File: src/rtl/hazard_controller_if.sv
// Pipeline-side view of the hazard controller: IF/ID and ID/EX operand fields,
// branch/jump/memory status in, stall/flush controls and statistics out.
interface hazard_controller_if #(
  parameter int CNT_W = 16
);
  logic [4:0]       IF_ID_Rs;
  logic [4:0]       IF_ID_Rt;
  logic             IF_ID_UsesRt;
  logic             ID_EX_MemRead;
  logic [4:0]       ID_EX_RegDst;
  logic             JumpIn;
  logic             BranchTaken;
  logic             MemBusy;
  logic             PCWrite;
  logic             IF_ID_Write;
  logic             IF_ID_Flush;
  logic             ID_EX_Flush;
  logic             EX_MEM_Flush;
  logic             DangerSel;
  logic [CNT_W-1:0] StallCount;
  logic [CNT_W-1:0] FlushCount;

  modport master (
    output IF_ID_Rs, IF_ID_Rt, IF_ID_UsesRt, ID_EX_MemRead, ID_EX_RegDst,
           JumpIn, BranchTaken, MemBusy,
    input  PCWrite, IF_ID_Write, IF_ID_Flush, ID_EX_Flush, EX_MEM_Flush,
           DangerSel, StallCount, FlushCount
  );

  modport slave (
    input  IF_ID_Rs, IF_ID_Rt, IF_ID_UsesRt, ID_EX_MemRead, ID_EX_RegDst,
           JumpIn, BranchTaken, MemBusy,
    output PCWrite, IF_ID_Write, IF_ID_Flush, ID_EX_Flush, EX_MEM_Flush,
           DangerSel, StallCount, FlushCount
  );
endinterface

File: src/rtl/hazard_controller.sv
// Load-use / branch / jump hazard sequencer for the five-stage MIPS pipeline.
// Stretches load-use stalls to LOAD_USE_STALL bubbles and keeps saturating stall/flush statistics.
module hazard_controller #(
  parameter int LOAD_USE_STALL = 1,
  parameter int CNT_W          = 16
) (
  input  logic                Clk,
  input  logic                Rst,
  hazard_controller_if.slave  hz
);

  typedef enum logic [0:0] {
    RUN   = 1'b0,
    STALL = 1'b1
  } state_t;

  localparam logic [2:0] STALL_INIT = 3'(LOAD_USE_STALL - 1);

  state_t           state_r;
  state_t           nextState_s;
  logic [2:0]       rem_r;
  logic [2:0]       nextRem_s;
  logic [CNT_W-1:0] stallCnt_r;
  logic [CNT_W-1:0] flushCnt_r;
  logic             hazard_s;
  logic             stallInc_s;
  logic             flushInc_s;
  logic             pcWrite_s;
  logic             ifIdWrite_s;
  logic             ifIdFlush_s;
  logic             idExFlush_s;
  logic             exMemFlush_s;
  logic             dangerSel_s;

  function automatic logic [CNT_W-1:0] satInc(input logic [CNT_W-1:0] value);
    if (value == {CNT_W{1'b1}}) begin
      satInc = value;
    end else begin
      satInc = value + {{(CNT_W-1){1'b0}}, 1'b1};
    end
  endfunction

  // Load-use detection; $0 is never a real dependency
  always_comb begin
    hazard_s = hz.ID_EX_MemRead && (hz.ID_EX_RegDst != 5'd0) &&
               ((hz.ID_EX_RegDst == hz.IF_ID_Rs) ||
                (hz.IF_ID_UsesRt && (hz.ID_EX_RegDst == hz.IF_ID_Rt)));
  end

  // Priority decode of control outputs and FSM next state
  always_comb begin
    pcWrite_s    = 1'b1;
    ifIdWrite_s  = 1'b1;
    ifIdFlush_s  = 1'b0;
    idExFlush_s  = 1'b0;
    exMemFlush_s = 1'b0;
    dangerSel_s  = 1'b0;
    stallInc_s   = 1'b0;
    flushInc_s   = 1'b0;
    nextState_s  = state_r;
    nextRem_s    = rem_r;
    if (Rst) begin
      pcWrite_s    = 1'b0;
      ifIdWrite_s  = 1'b0;
      ifIdFlush_s  = 1'b1;
      idExFlush_s  = 1'b1;
      exMemFlush_s = 1'b1;
      dangerSel_s  = 1'b1;
      nextState_s  = RUN;
      nextRem_s    = 3'd0;
    end else if (hz.MemBusy) begin
      pcWrite_s   = 1'b0;
      ifIdWrite_s = 1'b0;
    end else if (hz.BranchTaken) begin
      ifIdFlush_s  = 1'b1;
      idExFlush_s  = 1'b1;
      exMemFlush_s = 1'b1;
      flushInc_s   = 1'b1;
      nextState_s  = RUN;
      nextRem_s    = 3'd0;
    end else if ((state_r == STALL) || hazard_s) begin
      pcWrite_s   = 1'b0;
      ifIdWrite_s = 1'b0;
      dangerSel_s = 1'b1;
      stallInc_s  = 1'b1;
      // The hazard input is not re-examined once the stall is running
      if (state_r == STALL) begin
        if (rem_r <= 3'd1) begin
          nextState_s = RUN;
          nextRem_s   = 3'd0;
        end else begin
          nextRem_s = rem_r - 3'd1;
        end
      end else if (LOAD_USE_STALL > 1) begin
        nextState_s = STALL;
        nextRem_s   = STALL_INIT;
      end else begin
        nextState_s = RUN;
        nextRem_s   = 3'd0;
      end
    end else if (hz.JumpIn) begin
      ifIdFlush_s = 1'b1;
      flushInc_s  = 1'b1;
    end else begin
      pcWrite_s   = 1'b1;
      ifIdWrite_s = 1'b1;
    end
  end

  // FSM state and remaining-bubble register
  always_ff @(posedge Clk) begin
    if (Rst) begin
      state_r <= RUN;
      rem_r   <= 3'd0;
    end else begin
      state_r <= nextState_s;
      rem_r   <= nextRem_s;
    end
  end

  // Saturating statistics counters
  always_ff @(posedge Clk) begin
    if (Rst) begin
      stallCnt_r <= {CNT_W{1'b0}};
      flushCnt_r <= {CNT_W{1'b0}};
    end else begin
      if (stallInc_s) begin
        stallCnt_r <= satInc(stallCnt_r);
      end else begin
        stallCnt_r <= stallCnt_r;
      end
      if (flushInc_s) begin
        flushCnt_r <= satInc(flushCnt_r);
      end else begin
        flushCnt_r <= flushCnt_r;
      end
    end
  end

  assign hz.PCWrite      = pcWrite_s;
  assign hz.IF_ID_Write  = ifIdWrite_s;
  assign hz.IF_ID_Flush  = ifIdFlush_s;
  assign hz.ID_EX_Flush  = idExFlush_s;
  assign hz.EX_MEM_Flush = exMemFlush_s;
  assign hz.DangerSel    = dangerSel_s;
  assign hz.StallCount   = stallCnt_r;
  assign hz.FlushCount   = flushCnt_r;

endmodule

File: src/flat_wrapper.sv
// flat-port wrapper written by rule: the top's interface ports become plain ports
module hazard_controller_flat 
#(
  parameter int LOAD_USE_STALL = 1,
  parameter int CNT_W          = 16
)
  (Clk, Rst, hz_IF_ID_Rs, hz_IF_ID_Rt, hz_IF_ID_UsesRt, hz_ID_EX_MemRead, hz_ID_EX_RegDst, hz_JumpIn, hz_BranchTaken, hz_MemBusy, hz_PCWrite, hz_IF_ID_Write, hz_IF_ID_Flush, hz_ID_EX_Flush, hz_EX_MEM_Flush, hz_DangerSel, hz_StallCount, hz_FlushCount);
  hazard_controller_if #(.CNT_W(CNT_W)) hz_i ();
  input  logic Clk;
  input  logic Rst;
  input wire logic [$bits(hz_i.IF_ID_Rs)-1:0] hz_IF_ID_Rs;
  input wire logic [$bits(hz_i.IF_ID_Rt)-1:0] hz_IF_ID_Rt;
  input wire logic [$bits(hz_i.IF_ID_UsesRt)-1:0] hz_IF_ID_UsesRt;
  input wire logic [$bits(hz_i.ID_EX_MemRead)-1:0] hz_ID_EX_MemRead;
  input wire logic [$bits(hz_i.ID_EX_RegDst)-1:0] hz_ID_EX_RegDst;
  input wire logic [$bits(hz_i.JumpIn)-1:0] hz_JumpIn;
  input wire logic [$bits(hz_i.BranchTaken)-1:0] hz_BranchTaken;
  input wire logic [$bits(hz_i.MemBusy)-1:0] hz_MemBusy;
  output wire logic [$bits(hz_i.PCWrite)-1:0] hz_PCWrite;
  output wire logic [$bits(hz_i.IF_ID_Write)-1:0] hz_IF_ID_Write;
  output wire logic [$bits(hz_i.IF_ID_Flush)-1:0] hz_IF_ID_Flush;
  output wire logic [$bits(hz_i.ID_EX_Flush)-1:0] hz_ID_EX_Flush;
  output wire logic [$bits(hz_i.EX_MEM_Flush)-1:0] hz_EX_MEM_Flush;
  output wire logic [$bits(hz_i.DangerSel)-1:0] hz_DangerSel;
  output wire logic [$bits(hz_i.StallCount)-1:0] hz_StallCount;
  output wire logic [$bits(hz_i.FlushCount)-1:0] hz_FlushCount;
  assign hz_i.IF_ID_Rs = hz_IF_ID_Rs;
  assign hz_i.IF_ID_Rt = hz_IF_ID_Rt;
  assign hz_i.IF_ID_UsesRt = hz_IF_ID_UsesRt;
  assign hz_i.ID_EX_MemRead = hz_ID_EX_MemRead;
  assign hz_i.ID_EX_RegDst = hz_ID_EX_RegDst;
  assign hz_i.JumpIn = hz_JumpIn;
  assign hz_i.BranchTaken = hz_BranchTaken;
  assign hz_i.MemBusy = hz_MemBusy;
  assign hz_PCWrite = hz_i.PCWrite;
  assign hz_IF_ID_Write = hz_i.IF_ID_Write;
  assign hz_IF_ID_Flush = hz_i.IF_ID_Flush;
  assign hz_ID_EX_Flush = hz_i.ID_EX_Flush;
  assign hz_EX_MEM_Flush = hz_i.EX_MEM_Flush;
  assign hz_DangerSel = hz_i.DangerSel;
  assign hz_StallCount = hz_i.StallCount;
  assign hz_FlushCount = hz_i.FlushCount;
  hazard_controller #(.LOAD_USE_STALL(LOAD_USE_STALL), .CNT_W(CNT_W)) u_core (.Clk(Clk), .Rst(Rst), .hz(hz_i));
endmodule
File: config.mk
export PLATFORM = sky130hd
export DESIGN_NAME = hazard_controller_flat
export DESIGN_NICKNAME = d
export VERILOG_FILES = /design/src/rtl/hazard_controller_if.sv /design/src/rtl/hazard_controller.sv /design/src/flat_wrapper.sv
export SDC_FILE = /design/constraint.sdc
export NUM_CORES = 1
export LEC_CHECK = 0
export ABC_CLOCK_PERIOD_IN_PS = 4300
export CAP_MARGIN = 25
export CORE_MARGIN = 4
export CORE_UTILIZATION = 50
export DETAILED_ROUTE_END_ITERATION = 16
export GPL_TIMING_DRIVEN = 0
export PLACE_DENSITY = 0.85
export SYNTH_ARGS = -nofsm -noshare
export SYNTH_HDL_FRONTEND = slang
export SYNTH_SLANG_ARGS = --single-unit
File: constraint.sdc
create_clock -name Clk -period 4.3 [get_ports Clk]
set_clock_uncertainty 0.15 [all_clocks]
set_input_delay 0.86 -clock Clk [delete_from_list [all_inputs] [get_ports Clk]]
set_output_delay 0.86 -clock Clk [all_outputs]
set_load 0.05 [all_outputs]
Word level (Yosys, flattened, before mapping)
Index checks and enable logic that the tools add are counted.

word-level totals
  register bits = 36
  output and inout bits = 38

cells by class
  $add $sub $neg = 3
  eq/ne operators = 4
  bitwise operators = 3
  mux-type cells = 26
  magnitude comparators = 1
  reduce and logical (&&, ||, !) cells = 10

operators by type and width
  kind                                                                   number
  16-bit by 1-bit adder with 16-bit output, second input constant        2
  16-bit equality test, second input constant                            2
  1-bit 2-to-1 mux                                                       22
  3-bit 2-to-1 mux                                                       4
  5-bit equality test                                                    2
  2-bit AND reduction                                                    3
  5-bit nonzero test                                                     1
  3-bit by 1-bit <= comparator with 1-bit output, second input constant  1
  1-bit logical AND                                                      3
  1-bit NOT                                                              3
  3-bit by 1-bit subtractor with 3-bit output, second input constant     1
  1-bit logical OR                                                       2
  2-bit nonzero test                                                     1

Longest topological paths before layout
Gate-level depths: netlist (run 1).

  depth after elaboration = 10
  mapped depth = 9
  mapped depth without buffers = 7

Least setup slack after synthesis (run 1)
No wires, ideal clock.

  path type = input -> output
  start = in hz_ID_EX_RegDst[1]
  end = out hz_PCWrite
  stages on the path = 6
  data arrival time = 2.954 ns
  slack = 0.336 ns
  path buffers = 1
  path through = nor3_1 -> a221oi_4 -> nor2_1 -> nor2_1 -> nor3_1 -> buf_4

on the way
  cells in the longest elaborated chain, start to end = 9

ends and longest elaborated chain
  item                              line                     text
  from (decl)                       flat_wrapper.sv:15       input wire logic [$bits(hz_i.ID_EX_RegDst)-1:0] hz_ID_EX_RegDst;
  5-bit equality test               hazard_controller.sv:47  (hz.IF_ID_UsesRt && (hz.ID_EX_RegDst == hz.IF_ID_Rt)));
  1-bit logical AND                 hazard_controller.sv:47
  1-bit logical OR                  hazard_controller.sv:46  ((hz.ID_EX_RegDst == hz.IF_ID_Rs) ||
  1-bit logical AND *               hazard_controller.sv:45  hazard_s = hz.ID_EX_MemRead && (hz.ID_EX_RegDst != 5'd0) &&
  1-bit logical OR *                hazard_controller.sv:81  end else if ((state_r == STALL) || hazard_s) begin
  1-bit 2-to-1 mux * (4 in series)  --
  to (decl)                         flat_wrapper.sv:19       output wire logic [$bits(hz_i.PCWrite)-1:0] hz_PCWrite;

Mark *: on every way between the ends. The rest lies on a longest branch, timed or not.

Worst setup path in the final report (run 1)
  start = in hz_ID_EX_RegDst[3]
  end = out hz_IF_ID_Flush

on the way
  cells in the longest elaborated chain, start to end = 9

ends and longest elaborated chain
  item                 line                     text
  5-bit equality test  hazard_controller.sv:47
  1-bit logical AND    hazard_controller.sv:47
  1-bit logical OR     hazard_controller.sv:46
  1-bit logical AND *  hazard_controller.sv:45
  1-bit logical OR *   hazard_controller.sv:81
  1-bit 2-to-1 mux *   hazard_controller.sv:81
  1-bit 2-to-1 mux *   hazard_controller.sv:74  end else if (hz.BranchTaken) begin
  1-bit 2-to-1 mux *   hazard_controller.sv:71  end else if (hz.MemBusy) begin
  1-bit 2-to-1 mux *   hazard_controller.sv:62  if (Rst) begin
  to (decl)            flat_wrapper.sv:21       output wire logic [$bits(hz_i.IF_ID_Flush)-1:0] hz_IF_ID_Flush;

Marks and branches as above.

==> metrics, run 1 <==
clk_lat worst skew 0.29 ns; met2 wire length 2.17 mm; startpoint types input port; wire length on met3 338 um; dpl cell area 2620 sq um; Avg Cell Area, Syn 8.04 sq um; endpoint class of the critical path output pin; crit path kind input port to output pin; # diodes 0; Tcrit/Tclk final 0.972; synthesized flop and latch total 36; hold violation total from the final report 0; Final setup violation count 0; cts hold-fix bufs 0; CTS Buf Count 5; FILL cells 316; Final min period 4.18 ns; Sequential Area 721 sq um; drt drc 0; DIE AREA 5010 sq um; total core area 3740 sq um; DR top layer met4; HP Class flop to flop; peak supply drop 0.192 mV; Synth Instances 245; GPL Wtd Cong 0.768; Nets 340; Syn-to-layout area delta 39.0%; Synth async-reset ratio 0; Die H 70.8 um; Slew @ Worst Pin 0.522 ns; DR vias 1950; Routed WL 4.63 mm; gr ovfl total 0; multi-input combinational cell area 1170 sq um; Seq/Total Area, Yosys 0.366; maximum clock rate 239 MHz; leakage 0.927 nW; IO Port Bufs 59; CTS max path bufs 2; DR iter-0 viols 114; design area 2740 sq um; Worst Path Required 3.29 ns; clk slew on worst S/H paths 0.07 ns; drt first pass iters 5; Overall Global Routing Usage 0.188; Root Buffer clkbuf_8; initial antenna violation count 0; Starting Density 0.526; largest net degree at the start of global routing 11; RSZ-0062 raised after global routing false; total power 0.686 mW; vias in the first global route 1780; YS warnings 0; post-synth net total 271; Post-DP HPWL 3.41 mm; post-synthesis cell type count 38; Die W 70.8 um; Core Rows 22; CTS Sinks 36; Via density 5.37; Final Max Tran Viols 0; top_reg_cell synth dfxtp_1; Routed Antenna Nets 0; EDFF count, synth 0; CTS tree yes; PwrDens 250 nW/um^2; Max-cap violations 0; run status finished, final reports clean; M1 wire length 2.09 mm; I/O pin count 60; Post-Syn Area 1970 sq um; DR WL/cell 12.8 um; H-tree levels 2; first-pass GRT wire length 7.84 mm; Data arrival, critical path 3.17 ns; layout cells sized above 1 0.0698; Max Fanout on Critical Path 10; slew margin rel. 0.651
## logic make-up (layout without fill, tap and decap cells)
group / Yosys count / count (layout) / share of synthesized area
multiplexers: 4 / 4 / 0.0222
adder cells (fa/ha/maj): 4 / 4 / 0.0254
XOR/XNOR: 25 / 25 / 0.111
AND/OR/NAND/NOR: 114 / 114 / 0.293
buffers and inverters: 21 / 91 / 0.0482
flip-flops: 36 / 36 / 0.366
AO/OA/AOI/OAI: 41 / 41 / 0.134
## cells in the final DEF (no fill, tap or decap), types with 5 or more instances in the layout
cell / instances
xnor2_1: 17
clkbuf_1: 11
inv_1: 7
nor2_1: 31
clkdlybuf4s50_1: 55
o21ai_0: 10
clkbuf_8: 6
nor3_1: 15
nand4_1: 7
or3_1: 9
a21oi_1: 17
nand3_1: 14
dfxtp_1: 36
buf_4: 5
nand2_1: 14
xor2_1: 8
## area by class of cell
| type | instances | area share |
|---|---|---|
| Sequential cell | 36 | 0.263 |
| Clock buffer | 8 | 0.0329 |
| Buffer | 14 | 0.0251 |
| Multi-Input combinational cell | 188 | 0.427 |
| Inverter | 7 | 0.00959 |
| Timing Repair Buffer | 62 | 0.221 |
| Tap cell | 48 | 0.0219 |
## where the power goes
group	switching (mW)	leakage, nW	total (mW)	internal [mW]
Sequential	0.00410	0.290	0.340	0.336
Clock	0.115	0.0455	0.246	0.131
Combinational	0.0559	0.591	0.0997	0.0438
## sequential cells by signal, indices dropped and copies added, names as in the netlist
name,count
u_core.hz.StallCount,16
u_core.hz.FlushCount,16
u_core.rem_r,3
u_core.state_r,1
## critical path: stages
cell	delay, ns
clkdlybuf4s50_1	0.47
xor2_1	0.18
nor4_1	0.32
nand3_1	0.24
a31oi_4	0.33
buf_2	0.27
nand2b_1	0.08
dlygate4sd2_1	0.42
## through the flow
stage / setup TNS, ns / std cells / utilization / hold slack [ns] / setup slack [ns]
2_1_floorplan: 0 / 245 / - / 0.316 / 0.336
3_3_place_gp: -0.628 / 352 / 0.700 / 0.338 / -0.461
3_5_place_dp: -0.687 / 352 / 0.700 / 0.342 / -0.505
4_1_cts: 0 / 360 / 0.727 / 0.359 / 0.0954
5_1_grt: 0 / 363 / 0.732 / 0.383 / 0.0190
6_report: 0 / 363 / 0.732 / 0.357 / 0.119
## Yosys cell counts (3+ instances only)
master | instances | area, sq um
mux2_2 | 3 | 33.8
nor3_1 | 15 | 75.1
or4_1 | 4 | 30.0
nor4_1 | 3 | 18.8
o21ai_0 | 10 | 50.1
inv_1 | 7 | 26.3
nor2_1 | 31 | 116
nor2b_1 | 3 | 18.8
and3_1 | 3 | 18.8
nand3_1 | 14 | 70.1
or3_1 | 9 | 56.3
ha_1 | 4 | 50.1
a21oi_1 | 17 | 85.1
xnor2_1 | 17 | 149
nand2_1 | 14 | 52.6
nor3b_1 | 3 | 22.5
dfxtp_1 | 36 | 721
nand4_1 | 7 | 43.8
o31ai_1 | 4 | 30.0
xor2_1 | 8 | 70.1
clkbuf_1 | 9 | 33.8
## layer usage
layer | up-vias | global-route usage
li1 | 995 | -
met1 | 885 | 0.243
met2 | 66 | 0.306
met3 | 4 | 0.0554
met4 | 0 | 0.0480
met5 | - | 0
## final timing paths
kind	from	end	slack (ns)	depth (start not counted)
hold / removal	u_core.hz.StallCount[6]	u_core.hz.StallCount[6]	0.36	2
hold reg to reg	u_core.hz.StallCount[6]	u_core.hz.StallCount[6]	0.36	2
setup / recovery	hz_ID_EX_RegDst[3]	hz_IF_ID_Flush	0.12	8
setup reg to reg	u_core.hz.FlushCount[0]	u_core.hz.FlushCount[7]	1.77	9
## what timing repair did
action / CTS / global route
setup buffers: 0 / 3
pin swaps: 0 / 3
resized for setup: 6 / 2
endpoints found under the setup margin: 4 / 2
Power figures use the tool's default switching activity.
==> run 2, diff against run 1 <==
--- a/config.mk
+++ b/config.mk
@@ -12,6 +12,7 @@
 export DETAILED_ROUTE_END_ITERATION = 16
 export GPL_TIMING_DRIVEN = 0
 export PLACE_DENSITY = 0.85
+export RECOVER_POWER = 25
 export SYNTH_ARGS = -nofsm -noshare
 export SYNTH_HDL_FRONTEND = slang
 export SYNTH_SLANG_ARGS = --single-unit
==> run 2 against run 1 <==
  * Non-clock buffer count is the same
  * Cell count unchanged
  * Total power hardly changed
  * Sequential share of layout area unchanged
  * Critical endpoint unchanged
  * Maximum frequency about the same
  * Register-to-register slack worse by 0.02 ns
  * Via count up 0.21%
  * Largest power group unchanged
  * Hold slack got worse by 0.0045 ns
==> metrics, run 2 (synthesis gave the netlist of run 1 again) <==
run status finished, final reports clean; Tcrit/Tclk final 0.972; Final Max Tran Viols 0; Core Rows 22; Net Switching 0.175 mW; Syn-to-layout area delta 39.0%; maximum clock rate 239 MHz; H-tree levels 2; Hold Path End u_core.hz.StallCount[6]; most frequent cells in the layout clkdlybuf4s50_1, dfxtp_1, nor2_1; layout cells sized above 1 0.0698; Max-cap violations 0; Overall Global Routing Usage 0.188; DR vias 1954; Die W 70.8 um; clk_lat worst skew 0.28 ns; CTS Buf Count 5; hold violation total from the final report 0; peak supply drop 0.192 mV; sequential share of power 0.496; Nets 340; I/O pin count 60; first-pass GRT wire length 7.84 mm; HP Class flop to flop; RSZ-0062 raised after global routing false; reg2reg start u_core.hz.FlushCount[0]; CTS tree yes; Die H 70.8 um; CTS max path bufs 2; dpl cell area 2620 sq um; slew margin rel. 0.651; fin cells 363; CTS Sinks 36; Routed WL 4.69 mm; CP startpoint hz_ID_EX_RegDst[3]; R2R depth 9; Data arrival, critical path 3.17 ns; Via density 5.38; Routed Antenna Nets 0; Final min period 4.18 ns; vias in the first global route 1780; largest net degree at the start of global routing 11; Hold Startpoint u_core.hz.StallCount[6]; design area 2740 sq um; DR iter-0 viols 111; startpoint types input port; Worst R2R End u_core.hz.FlushCount[7]; clock network power share 0.358; Starting Density 0.526; drt first pass iters 4; Cells on Worst Hold Path 2; crit path kind input port to output pin; total power 0.685 mW; Root Buffer clkbuf_8; Worst Path Required 3.29 ns; total core area 3740 sq um; gr ovfl total 0; setup slack, reg-to-reg 1.75 ns; sw frac 0.255; leakage 0.988 nW; Comb pwr share 0.146; Max Fanout on Critical Path 10; PwrDens 250 nW/um^2; placed insts 352; Hold Slack 0.352 ns; Post-DP HPWL 3.41 mm; drt drc 0; Final setup violation count 0; GPL Wtd Cong 0.768; DR WL/cell 12.9 um; IO Port Bufs 59; setup tns final 0 ns; # diodes 0; endpoint class of the critical path output pin; commonest non-fill, non-tap cell in the layout clkdlybuf4s50_1; clk slew on worst S/H paths 0.07 ns; Slew @ Worst Pin 0.522 ns; DIE AREA 5010 sq um; initial antenna violation count 0; cts hold-fix bufs 0; P_int 0.510 mW
==> run 2: what timing repair did <==
item	4_1_cts	5_1_grt
pin swaps	0	3
endpoints found under the setup margin	4	2
buffers inserted	0	3
resized for setup	6	2
==> run 2: worst max-delay path, cell delays in order <==
cell and delay [ns]:
clkdlybuf4s50_1 0.47, xor2_1 0.18, nor4_1 0.32, nand3_1 0.24, a31oi_4 0.32, buf_2 0.27
nand2b_1 0.08, dlygate4sd2_1 0.42
==> run 2: layout make-up <==
type                       instances  area [sq um]
multi-input combinational        188          1170
timing repair buffer              62           604
tap                               48          60.1
clock buffer                       8          90.1
sequential                        36           721
fill                             316          1000
inverter                           7          26.3
buffer                            14          68.8
==> run 2: power groups by stage <==
stage,registers [mW],logic (mW),clock network (mW)
6_report,0.340,0.0998,0.245
3_3_place_gp,0.348,0.0957,0
4_1_cts,0.340,0.0972,0.252
2_1_floorplan,0.356,0.0450,0
3_5_place_dp,0.348,0.0966,0
5_1_grt,0.341,0.107,0.267
==> run 2: per-layer routing <==
layer	routed length, um	track usage	share of wire	up-vias
li1	-	-	-	1001
met1	2170	0.243	0.46	884
met2	2160	0.306	0.46	65
met3	321	0.0554	0.069	4
met4	27	0.0480	0.0058	0
met5	0	0	0	-
==> run 2: per-stage QoR <==
| step | utilization | worst slack [ns] |
|---|---|---|
| detailed placement | 0.700 | -0.505 |
| global route | 0.732 | 0.0190 |
| global placement | 0.700 | -0.461 |
| floorplan | - | 0.336 |
| finish | 0.732 | 0.121 |
| CTS | 0.727 | 0.0954 |
==> run 2: how the worst max path moves through the flow <==
| stage | to |
|---|---|
| after global routing | hz_IF_ID_Flush |
| after floorplan | hz_PCWrite |
| after global placement | hz_IF_ID_Flush |
| after detailed placement | hz_IF_ID_Flush |
| final | hz_IF_ID_Flush |
| after CTS | hz_PCWrite |
==> run 3, diff against run 2 <==
--- a/config.mk
+++ b/config.mk
@@ -5,13 +5,13 @@
 export SDC_FILE = /design/constraint.sdc
 export NUM_CORES = 1
 export LEC_CHECK = 0
-export ABC_CLOCK_PERIOD_IN_PS = 4300
+export ABC_CLOCK_PERIOD_IN_PS = 3700
 export CAP_MARGIN = 25
 export CORE_MARGIN = 4
-export CORE_UTILIZATION = 50
+export CORE_UTILIZATION = 42
 export DETAILED_ROUTE_END_ITERATION = 16
 export GPL_TIMING_DRIVEN = 0
-export PLACE_DENSITY = 0.85
+export PLACE_DENSITY = 0.76
 export RECOVER_POWER = 25
 export SYNTH_ARGS = -nofsm -noshare
 export SYNTH_HDL_FRONTEND = slang
==> constraint.sdc (replaced) <==
create_clock -name Clk -period 3.7 [get_ports Clk]
set_clock_uncertainty 0.15 [all_clocks]
set_input_delay 0.74 -clock Clk [delete_from_list [all_inputs] [get_ports Clk]]
set_output_delay 0.74 -clock Clk [all_outputs]
set_load 0.05 [all_outputs]
==> run 3 against run 2 <==
  * Total power up 25%
  * First-iteration DRC count down 1.8%
  * Critical endpoint is now hz_PCWrite
  * Hold slack about the same
  * Clock power up 40%
  * Global-route usage down 1.3 points
  * Critical path depth up 2
  * Sequential power up 16%
  * Setup slack worse by 0.0084 ns
  * Cell area up 2.2%
  * Sequential cell count unchanged
  * Combinational power up 19%
==> metrics, run 3 (synthesis gave the netlist of run 1 again) <==
hold violation total from the final report 0; Max-cap violations 0; Worst Path Required 2.81 ns; Net Switching 0.218 mW; Via density 5.38; sw frac 0.254; drt first pass iters 4; Syn-to-layout area delta 42.2%; largest net degree at the start of global routing 13; vias in the first global route 1918; Final Max Tran Viols 0; initial antenna violation count 0; dpl ws -0.879 ns; final setup margin 0.113 ns; cts hold-fix bufs 0; most frequent cells in the layout dfxtp_1, clkdlybuf4s50_1, nor2_1; Nets 341; first-pass GRT wire length 8.65 mm; DIE AREA 5850 sq um; design area 2800 sq um; CP max stage delay 0.42 ns; delay-heaviest family, CP simple AND/OR/NAND/NOR gates; layout cells sized above 1 0.108; drt drc 0; endpoint class of the critical path output pin; Hold Slack 0.352 ns; DR vias 1979; setup tns final 0 ns; CP cell instances clkdlybuf4s50_1 -> xor2_1 -> nor4_2 -> nand3_2 -> a221oi_4 -> nor2_1 -> nor2_1 -> nor3_2 -> buf_4 -> buf_4; H-tree levels 2; CTS Buf Count 5; CP max stage cell clkdlybuf4s50_1; placed insts 356; Tcrit/Tclk final 0.969; total core area 4440 sq um; Comb pwr share 0.139; Final setup violation count 0; peak supply drop 0.306 mV; clk_lat worst skew 0.29 ns; fin cells 368; dpl cell area 2630 sq um; CTS tree yes; IO Port Bufs 59; WP buf/inv 3; RSZ-0062 raised after global routing false; gr ovfl total 0; run status finished, final reports clean; GPL Wtd Cong 0.765; # diodes 0; Routed Antenna Nets 0; Routed WL 5.01 mm; P_int 0.641 mW; sequential share of power 0.461; maximum clock rate 279 MHz; PwrDens 306 nW/um^2; Data arrival, critical path 2.70 ns; Max Fanout on Critical Path 3; CTS max path bufs 2; CTS Sinks 36; total power 0.859 mW; Root Buffer clkbuf_8; Post-DP HPWL 3.66 mm; Starting Density 0.443; HP Class flop to flop; I/O pin count 60; Die H 76.5 um; Die W 76.5 um; Slew @ Worst Pin 0.521 ns; Overall Global Routing Usage 0.174; commonest non-fill, non-tap cell in the layout dfxtp_1; DR WL/cell 13.6 um; clk slew on worst S/H paths 0.07 ns; Final min period 3.59 ns; leakage 1.01 nW; startpoint types input port; crit path kind input port to output pin; DR iter-0 viols 109; Core Rows 24; Final Util 0.630; clock network power share 0.400; slew margin rel. 0.652
==> run 3: cell count changes in the layout (fill, tap and decap cells not counted), sizes merged, moves of 2 or more <==
cell,previous run,this run
buf,7,10
clkbuf,19,15
clkdlybuf4s15,0,2
clkdlybuf4s50,38,35
==> run 3: timing repair <==
item,in CTS,in global routing
buffers inserted,4,0
pin swaps,5,1
endpoints found under the setup margin,5,4
gates resized for setup,23,4
==> run 3: final cells by class <==
class | count | area, sq um
clock inverter | 3 | 42.5
buffer | 14 | 70.1
sequential | 36 | 721
tap | 52 | 65.1
multi-input combinational | 188 | 1200
timing repair buffer | 63 | 612
inverter | 7 | 26.3
fill | 407 | 1640
clock buffer | 5 | 68.8
==> run 3: worst reg2reg max path, stage by stage, from the launching register on <==
cell and delay (ns):
dfxtp_1 0.41, ha_1 0.19, and2_1 0.12, clkbuf_1 0.28
nand2_1 0.09, o31a_1 0.29, o21ai_2 0.17, clkbuf_1 0.42
mux2i_1 0.24, nor2_1 0.05
==> run 3: power by group through the flow <==
stage / Clock [mW] / Sequential (mW) / Combinational, mW
6_report: 0.344 / 0.395 / 0.119
5_1_grt: 0.375 / 0.396 / 0.128
4_1_cts: 0.358 / 0.396 / 0.117
3_5_place_dp: 0 / 0.404 / 0.114
3_3_place_gp: 0 / 0.404 / 0.112
2_1_floorplan: 0 / 0.414 / 0.0526
==> run 3: final timing paths <==
check                          start                      end  slack [ns]  cells after the start
max                   hz_IF_ID_Rt[3]               hz_PCWrite        0.11                     10
min                  u_core.rem_r[0]          u_core.rem_r[0]        0.35                      1
max reg2reg  u_core.hz.StallCount[0]  u_core.hz.StallCount[1]        1.16                      9
min reg2reg          u_core.rem_r[0]          u_core.rem_r[0]        0.35                      1
==> run 3: per-layer routing <==
metal | GRT usage | routed length (um)
met1 | 0.216 | 2280
met3 | 0.0485 | 286
met5 | 0 | 0
met2 | 0.303 | 2410
met4 | 0.0326 | 32
